## config.mk

```make
export PLATFORM = sky130hd
export DESIGN_NAME = bubble_timing_gen_param
export DESIGN_NICKNAME = d
export VERILOG_FILES = /design/src/rtl/bubble_timing_gen_param.sv
export SDC_FILE = /design/constraint.sdc
export NUM_CORES = 1
export LEC_CHECK = 0
export ABC_AREA = 1
export BUFFER_PORTS_ARGS = -buffer_cell sky130_fd_sc_hd__buf_2
export CAP_MARGIN = 20
export CORE_MARGIN = 10
export CORE_UTILIZATION = 35
export DETAILED_ROUTE_END_ITERATION = 16
export HOLD_SLACK_MARGIN = 0.02
export PLACE_DENSITY_LB_ADDON = 0.15
export REMOVE_ABC_BUFFERS = 1
export SLEW_MARGIN = 10
export SYNTH_ARGS = -nofsm -noshare
export SYNTH_HDL_FRONTEND = slang
export SYNTH_SLANG_ARGS = --single-unit
export TNS_END_PERCENT = 1
```

## constraint.sdc

```tcl
create_clock -name MCLK -period 2 [get_ports MCLK]
set_input_delay 0.1 -clock MCLK [delete_from_list [all_inputs] [get_ports MCLK]]
set_output_delay 0.1 -clock MCLK [all_outputs]
set_load 0.05 [all_outputs]
```

## src/rtl/bubble_timing_gen_param.sv

```systemverilog
// bubble_timing_gen_param
//   Parametrised bubble-memory timing generator. Divides MCLK down to the host
//   CLKOUT, synchronises the asynchronous host strobes, tracks the access mode
//   and produces the quarter-cycle field phase, the absolute loop position and
//   the output-bit cycle number.
//
// Ports
//   MCLK            master clock, all logic on posedge
//   RST             synchronous active-high reset
//   CLKOUT          MCLK divided by 2*CLKDIV_HALF, 50% duty
//   nINCTRL         input-control enable, async, low active
//   nBSS, nBSEN, nREPEN, nBOOTEN   host strobes, async
//   ACCTYPE         access mode: RST 000, STBY 001, IDLE 100, BOOT 110, USER 111
//   BOUTCYCLENUM    output bit cycle number, all-ones when no valid bit
//   BOUTTICKS       quarter index (+X,-X,-Y,+Y) of the last field quarter,
//                   2'b11 while rotation is stopped
//   ABSPOS          absolute loop position, wraps POS_COUNT-1 -> 0
//   PAGEDONE        one-MCLK pulse on page completion and on bootloader wrap
//
// Build option
//   TG_DONE_PULSE_EN  defined: PAGEDONE generated. Undefined: PAGEDONE tied 0.
module bubble_timing_gen_param #(
  parameter int unsigned CLKDIV_HALF = 6,
  parameter int unsigned SYNC_STAGES = 4,
  parameter int unsigned CYCLE_CLKS  = 480,
  parameter int unsigned START_OFF   = 88,
  parameter int unsigned POS_COUNT   = 2053,
  parameter int unsigned INIT_POS    = 2051,
  parameter int unsigned POS_W       = 12,
  parameter int unsigned SKIP_CYCLES = 98,
  parameter int unsigned BOOT_BITS   = 4106,
  parameter int unsigned PAGE_BITS   = 584,
  parameter int unsigned CYC_W       = 13
) (
  input  logic             MCLK,
  input  logic             RST,
  output logic             CLKOUT,
  input  logic             nINCTRL,
  input  logic             nBSS,
  input  logic             nBSEN,
  input  logic             nREPEN,
  input  logic             nBOOTEN,
  output logic [2:0]       ACCTYPE,
  output logic [CYC_W-1:0] BOUTCYCLENUM,
  output logic [1:0]       BOUTTICKS,
  output logic [POS_W-1:0] ABSPOS,
  output logic             PAGEDONE
);

  localparam int unsigned QUARTER = CYCLE_CLKS / 4;
  localparam int unsigned PH_W    = $clog2(START_OFF + CYCLE_CLKS + 1);
  localparam int unsigned DIV_W   = (CLKDIV_HALF > 1) ? $clog2(CLKDIV_HALF) : 1;
  localparam int unsigned SKIP_Q  = SKIP_CYCLES * 4;
  localparam int unsigned BOOT_Q  = BOOT_BITS * 4;
  localparam int unsigned PAGE_Q  = PAGE_BITS * 4;
  localparam int unsigned CNT_MAX = (BOOT_Q > PAGE_Q) ?
                                    ((BOOT_Q > SKIP_Q) ? BOOT_Q : SKIP_Q) :
                                    ((PAGE_Q > SKIP_Q) ? PAGE_Q : SKIP_Q);
  localparam int unsigned CNT_W   = (CNT_MAX > 1) ? $clog2(CNT_MAX) : 1;

  localparam logic [PH_W-1:0]  PH_Q0     = PH_W'(START_OFF);
  localparam logic [PH_W-1:0]  PH_Q1     = PH_W'(START_OFF + QUARTER);
  localparam logic [PH_W-1:0]  PH_Q2     = PH_W'(START_OFF + 2 * QUARTER);
  localparam logic [PH_W-1:0]  PH_Q3     = PH_W'(START_OFF + 3 * QUARTER);
  localparam logic [PH_W-1:0]  PH_Q4     = PH_W'(START_OFF + CYCLE_CLKS);
  localparam logic [DIV_W-1:0] DIV_LAST  = DIV_W'(CLKDIV_HALF - 1);
  localparam logic [POS_W-1:0] POS_LAST  = POS_W'(POS_COUNT - 1);
  localparam logic [CNT_W-1:0] SKIP_LAST = CNT_W'(SKIP_Q - 1);
  localparam logic [CNT_W-1:0] BOOT_LAST = CNT_W'(BOOT_Q - 1);
  localparam logic [CNT_W-1:0] PAGE_LAST = CNT_W'(PAGE_Q - 1);

  typedef enum logic [2:0] {
    ACC_RST  = 3'b000,
    ACC_STBY = 3'b001,
    ACC_IDLE = 3'b100,
    ACC_BOOT = 3'b110,
    ACC_USER = 3'b111
  } acc_e;

  typedef enum logic [1:0] {
    XF_OFF,
    XF_SKIP,
    XF_XFER,
    XF_DONE
  } xfer_e;

  logic [DIV_W-1:0] div_q, div_d;
  logic             clkout_q, clkout_d;
  logic [3:0]       sync_q [SYNC_STAGES];
  logic [3:0]       sync_d [SYNC_STAGES];
  acc_e             acc_q, acc_d;
  logic [PH_W-1:0]  ph_q, ph_d;
  logic [POS_W-1:0] pos_q, pos_d;
  logic [1:0]       ticks_q, ticks_d;
  xfer_e            xf_q, xf_d;
  logic [CNT_W-1:0] cnt_q, cnt_d;

  logic [3:0]       key;
  logic             qe;
  logic [1:0]       qk;

  // Clock divider
  always_comb begin
    div_d    = div_q + DIV_W'(1);
    clkout_d = clkout_q;
    if (div_q == DIV_LAST) begin
      div_d    = '0;
      clkout_d = ~clkout_q;
    end
  end

  // Synchroniser: all four strobes travel through the same chain so that a
  // combined key change is seen by the access FSM in a single cycle.
  always_comb begin
    sync_d[0] = {nINCTRL | nBSS,
                 nINCTRL | nBSEN,
                 nINCTRL | nREPEN | ~nBOOTEN,
                 ~nINCTRL & nBOOTEN};
    for (int unsigned i = 1; i < SYNC_STAGES; i++) begin
      sync_d[i] = sync_q[i-1];
    end
  end

  // Key order {BOOTEN, BSS, BSEN, REPEN}
  assign key = {sync_q[SYNC_STAGES-1][0], sync_q[SYNC_STAGES-1][3],
                sync_q[SYNC_STAGES-1][2], sync_q[SYNC_STAGES-1][1]};

  // Access mode FSM
  always_comb begin
    acc_d = acc_q;
    case (key)
      4'b1011, 4'b1111: acc_d = (acc_q == ACC_STBY) ? ACC_STBY : ACC_RST;
      4'b0011, 4'b0111: if (acc_q == ACC_RST) acc_d = ACC_STBY;
      4'b1001: if (acc_q == ACC_STBY || acc_q == ACC_BOOT) acc_d = ACC_BOOT;
      4'b1101: if (acc_q == ACC_STBY) acc_d = ACC_IDLE;
      4'b1100: if (acc_q == ACC_IDLE) acc_d = ACC_USER;
      default: ;
    endcase
  end

  assign ACCTYPE = acc_q;

  // Quarter-point decode; Q(4) closes the cycle and is quarter 0 again.
  always_comb begin
    qe = 1'b0;
    qk = 2'b00;
    if (ph_q == PH_Q0 || ph_q == PH_Q4) begin
      qe = 1'b1;
      qk = 2'd0;
    end else if (ph_q == PH_Q1) begin
      qe = 1'b1;
      qk = 2'd1;
    end else if (ph_q == PH_Q2) begin
      qe = 1'b1;
      qk = 2'd2;
    end else if (ph_q == PH_Q3) begin
      qe = 1'b1;
      qk = 2'd3;
    end
  end

  // Phase counter, loop position and quarter index. Rotation only stops at
  // Q(1), so a field that has started always completes its current quarter.
  always_comb begin
    ph_d    = ph_q + PH_W'(1);
    pos_d   = pos_q;
    ticks_d = ticks_q;
    if (ph_q == '0) begin
      ph_d = ACCTYPE[2] ? PH_W'(1) : '0;
    end else if (ph_q == PH_Q1 && !ACCTYPE[2]) begin
      ph_d = '0;
    end else if (ph_q == PH_Q4) begin
      ph_d = PH_Q0 + PH_W'(1);
    end
    if (ph_q == PH_Q4) begin
      pos_d = (pos_q == POS_LAST) ? '0 : pos_q + POS_W'(1);
    end
    if (ph_q == '0) begin
      ticks_d = 2'b11;
    end else if (qe) begin
      ticks_d = qk;
    end
  end

  assign ABSPOS    = pos_q;
  assign BOUTTICKS = (ph_q == '0) ? 2'b11 : ticks_q;

  // Transfer FSM, advanced once per quarter. A single counter is reused for
  // the skip window and for the transfer quarter count.
  always_comb begin
    xf_d  = xf_q;
    cnt_d = cnt_q;
    if (qe) begin
      if (ph_q == '0 || !ACCTYPE[1]) begin
        xf_d  = XF_OFF;
        cnt_d = '0;
      end else begin
        case (xf_q)
          XF_OFF: begin
            xf_d  = XF_SKIP;
            cnt_d = '0;
          end
          XF_SKIP: begin
            if (cnt_q == SKIP_LAST) begin
              xf_d  = XF_XFER;
              cnt_d = '0;
            end else begin
              cnt_d = cnt_q + CNT_W'(1);
            end
          end
          XF_XFER: begin
            if (ACCTYPE[0]) begin
              if (cnt_q == PAGE_LAST) xf_d = XF_DONE;
              else                    cnt_d = cnt_q + CNT_W'(1);
            end else begin
              cnt_d = (cnt_q == BOOT_LAST) ? '0 : cnt_q + CNT_W'(1);
            end
          end
          default: ;
        endcase
      end
    end
  end

  always_comb begin
    BOUTCYCLENUM = '1;
    case (xf_q)
      XF_XFER: BOUTCYCLENUM = CYC_W'(cnt_q >> 2);
      XF_DONE: BOUTCYCLENUM = CYC_W'(PAGE_BITS - 1);
      default: ;
    endcase
  end

  always_ff @(posedge MCLK) begin
    if (RST) begin
      div_q    <= '0;
      clkout_q <= 1'b1;
      for (int unsigned i = 0; i < SYNC_STAGES; i++) begin
        sync_q[i] <= 4'b1110;
      end
      acc_q    <= ACC_RST;
      ph_q     <= '0;
      pos_q    <= POS_W'(INIT_POS);
      ticks_q  <= 2'b11;
      xf_q     <= XF_OFF;
      cnt_q    <= '0;
    end else begin
      div_q    <= div_d;
      clkout_q <= clkout_d;
      for (int unsigned i = 0; i < SYNC_STAGES; i++) begin
        sync_q[i] <= sync_d[i];
      end
      acc_q    <= acc_d;
      ph_q     <= ph_d;
      pos_q    <= pos_d;
      ticks_q  <= ticks_d;
      xf_q     <= xf_d;
      cnt_q    <= cnt_d;
    end
  end

  assign CLKOUT = clkout_q;

`ifdef TG_DONE_PULSE_EN
  logic pagedone_q, pagedone_d;

  // Fires on the quarter that ends the page or wraps the bootloader stream.
  always_comb begin
    pagedone_d = 1'b0;
    if (qe && (ph_q != '0) && ACCTYPE[1] && (xf_q == XF_XFER)) begin
      pagedone_d = ACCTYPE[0] ? (cnt_q == PAGE_LAST) : (cnt_q == BOOT_LAST);
    end
  end

  always_ff @(posedge MCLK) begin
    if (RST) pagedone_q <= 1'b0;
    else     pagedone_q <= pagedone_d;
  end

  assign PAGEDONE = pagedone_q;
`else
  assign PAGEDONE = 1'b0;
`endif

endmodule

```

==> results.ini <==
[worst_setup_path]
cp_data_required_time_ns = 1.90
critical_path.startpoint_type = flip-flop
critPathMaxFanout = 8
setup.worst_path.end_class = output port
r2r_slack_ns = 0.19
crit_arrival_ns = 1.80
critical_path_class = flip-flop to output port

[clock_network]
clk_transition_reported_paths_ns = 0.08
clock_tree.root_cell = sky130_fd_sc_hd__clkbuf_8
tritoncts = built
cts_max_level = 3
cts_made_buffers = 9
clock_latency_ns = 0.34
clkSinkCount = 64
cts.path.max_buffers = 2

[global_route]
grt_overflow_total = 0
grt.total_usage_pct = 12.3
initial_antenna_violation_count = 0
grt_start_max_net_pins = 25
grt_pass1_wl_mm = 14.9
via_count_of_the_first_global_routing_pass = 3216

[die]
floorplan.rows = 36
design.die.area_um2 = 14600
initial_utilization_pct = 36.2
design.portCount = 39
fp.dieW_um = 121
floorplan.core_area_um2 = 9860
floorplan.die.height_um = 121

[status]
outcome = finished, final reports clean

[layout]
drive_gt1_share_pct = 20.1
final-seq-area_um2 = 1280
design.final.nets = 600
layout.filler_cells = 1029
final_area_um2 = 4190
antenna_cells = 0
commonest_non_fill_non_tap_cell_in_the_layout = sky130_fd_sc_hd__nand2_1
syn2layout_area_growth_pct = 17.4
area_of_the_multi_input_gates_um2 = 1940
leading_cell_types_in_the_layout_fill_and_taps_excluded = sky130_fd_sc_hd__nand2_1 (100), sky130_fd_sc_hd__nor2_1 (87), sky130_fd_sc_hd__inv_1 (70), sky130_fd_sc_hd__dfxtp_1 (63), sky130_fd_sc_hd__nand3_1 (39)
final-instance-count-excl-fill = 719

[drt]
detail_route.iter0.violations = 172
drt_wl_total_mm = 8.77
detail_route.wl_per_cell_um = 12.2
detail_route.drc_violations = 0
drtPass1Iterations = 4
route.detailed.vias_per_inst = 4.70
residual_antenna_violating_net_count_after_detailed_routing = 0
vias = 3376

[power]
switching_fraction_of_total_power_pct = 32.3
pwr-share-clk_pct = 35.4
internal_power_uw = 1900
p_leak_uw = 0.00181
power.sequential.fraction_pct = 49.4
cellPowerDensity_nw_per_um2 = 669
irDropWorstVdd_uv = 462
p_comb_share_pct = 15.3
power.net_switching_uw = 907

[worst_hold_path]
min-delay-path-class = input port to flip-flop

[synthesis]
synth-seq-area-share_pct = 35.9
synth_async_sr_flop_share_pct = 0
syn_area_per_cell_um2 = 6.77
synth_cells = 527
ys_warn_count = 0
synth-edff-count = 0
synth_ff_type = sky130_fd_sc_hd__dfxtp_1
synth.ff_latch_count = 64
netlist_area_before_placement_um2 = 3570
synth.distinct_cells = 39

[timing]
clock.fmax_mhz = 527
fin_skew_ns = 0.0117
rsz_0062_raised_after_global_routing = yes
timing.final.setup_violations = 0
finalSetupTns_ns = 0
report.final.hold_viol_count = 0
fin_crit_ns = 1.90
timing.final.crit_share_pct = 95.0
finalMaxSlewViolations = 0

[place]
io_buffers = 37
placed_cells = 695
dpl_cell_area_um2 = 3910
gp_routability_congestion = 0.909
place.detailed.hpwl_mm = 6.61

[job]
drv_cap = 0

routing by layer:
| metal | GRT usage (%) | vias to the layer above | share of wire (%) |
|---|---|---|---|
| li1 | - | 1782 | - |
| met5 | 0 | - | 0 |
| met3 | 3.07 | 8 | 5.3 |
| met4 | 4.45 | 0 | 1.1 |
| met1 | 15.8 | 1527 | 49 |
| met2 | 19.3 | 59 | 45 |
cell type report:
cell class | instances | share of cell area (%)
Clock buffer | 9 | 2.96
Multi-Input combinational cell | 376 | 46.3
Timing Repair Buffer | 52 | 8.00
Clock inverter | 7 | 1.13
Inverter | 78 | 6.99
Sequential cell | 64 | 30.6
Tap cell | 133 | 3.97
state kept, by name, summed over array words and instances, names as in the netlist:
name / flops
div_q: 3
cnt_q: 15
sync_q: 16
CLKOUT: 1
ticks_q: 2
xf_q: 2
ACCTYPE: 3
ABSPOS: 12
ph_q: 10
path summary, 6_finish.rpt:
kind              depth (start not counted)               startpoint                       to
setup / recovery                          5     xf_q[0]$_SDFFE_PP0P_          BOUTCYCLENUM[8]
hold / removal                            2                  nBOOTEN  sync_q[0][0]$_SDFF_PP0_
setup reg to reg                         12    cnt_q[0]$_SDFFE_PP0P_    cnt_q[2]$_SDFFE_PP0P_
hold reg to reg                           2  sync_q[0][0]$_SDFF_PP0_  sync_q[1][0]$_SDFF_PP0_
critical path: stages (launching register included):
cell and delay [ns]:
sky130_fd_sc_hd__dfxtp_2 0.38, sky130_fd_sc_hd__inv_1 0.08, sky130_fd_sc_hd__ha_1 0.26, sky130_fd_sc_hd__or2_2 0.38, sky130_fd_sc_hd__o21ai_0 0.12, sky130_fd_sc_hd__buf_4 0.24
synthesized netlist by cell type (4+ instances only):
cell,n,area (µm²)
sky130_fd_sc_hd__nor2_1,88,330
sky130_fd_sc_hd__nand2_2,7,43.8
sky130_fd_sc_hd__nor2_2,8,50.1
sky130_fd_sc_hd__nand3b_1,4,30.0
sky130_fd_sc_hd__inv_2,8,30.0
sky130_fd_sc_hd__a21oi_2,5,43.8
sky130_fd_sc_hd__o211ai_1,5,37.5
sky130_fd_sc_hd__or2_2,13,81.3
sky130_fd_sc_hd__nand4_1,12,75.1
sky130_fd_sc_hd__inv_1,70,263
sky130_fd_sc_hd__a21oi_1,17,85.1
sky130_fd_sc_hd__nor3_1,14,70.1
sky130_fd_sc_hd__nor4_1,4,25.0
sky130_fd_sc_hd__dfxtp_1,64,1280
sky130_fd_sc_hd__nand3_1,40,200
sky130_fd_sc_hd__ha_1,12,150
sky130_fd_sc_hd__clkbuf_1,4,15.0
sky130_fd_sc_hd__nand2_1,101,379
sky130_fd_sc_hd__o21ai_0,16,80.1
cells by family after synthesis:
kind of cell	count (synthesis)	share of synthesized area (%)
and+or+nand+nor	306	40.0
buffers and inverters	87	9.99
xor gates and xnor gates	4	0.982
other	1	0.105
adders and majority gates	12	4.21
DFF	64	35.9
AOI/OAI and AO/OA	53	8.87
power by group through the flow:
| stage | Sequential, µW | Clock [µW] | Combinational [µW] |
|---|---|---|---|
| after floorplan | 1480 | 0 | 232 |
| after CTS | 1380 | 1030 | 427 |
| after global placement | 1410 | 0 | 417 |
| after global routing | 1390 | 1090 | 487 |
| after detailed placement | 1410 | 0 | 419 |
| final | 1380 | 992 | 429 |
through the flow:
| stage | setup WS [ns] | hold slack (ns) | total power (µW) | utilization (%) |
|---|---|---|---|---|
| after floorplan | 0.0803 | 0.169 | 1710 | - |
| after global placement | 0.225 | 0.277 | 1830 | 39.6 |
| after detailed placement | 0.210 | 0.283 | 1830 | 39.6 |
| after CTS | 0.000284 | 0.0202 | 2840 | 42.1 |
| after global routing | -0.00995 | 0.0384 | 2970 | 42.5 |
| final | 0.101 | 0.0316 | 2800 | 42.5 |
timing repair:
| action | 4_1_cts | 5_1_grt |
|---|---|---|
| gates resized for setup | 8 | 9 |
| pin swaps | 0 | 1 |
| hold endpoints to repair | 4 | 0 |
| buffers inserted | 0 | 3 |
| endpoints found under the setup margin | 12 | 24 |
| hold buffers | 5 | 0 |
No activity file was read; power rests on OpenSTA's default activity.
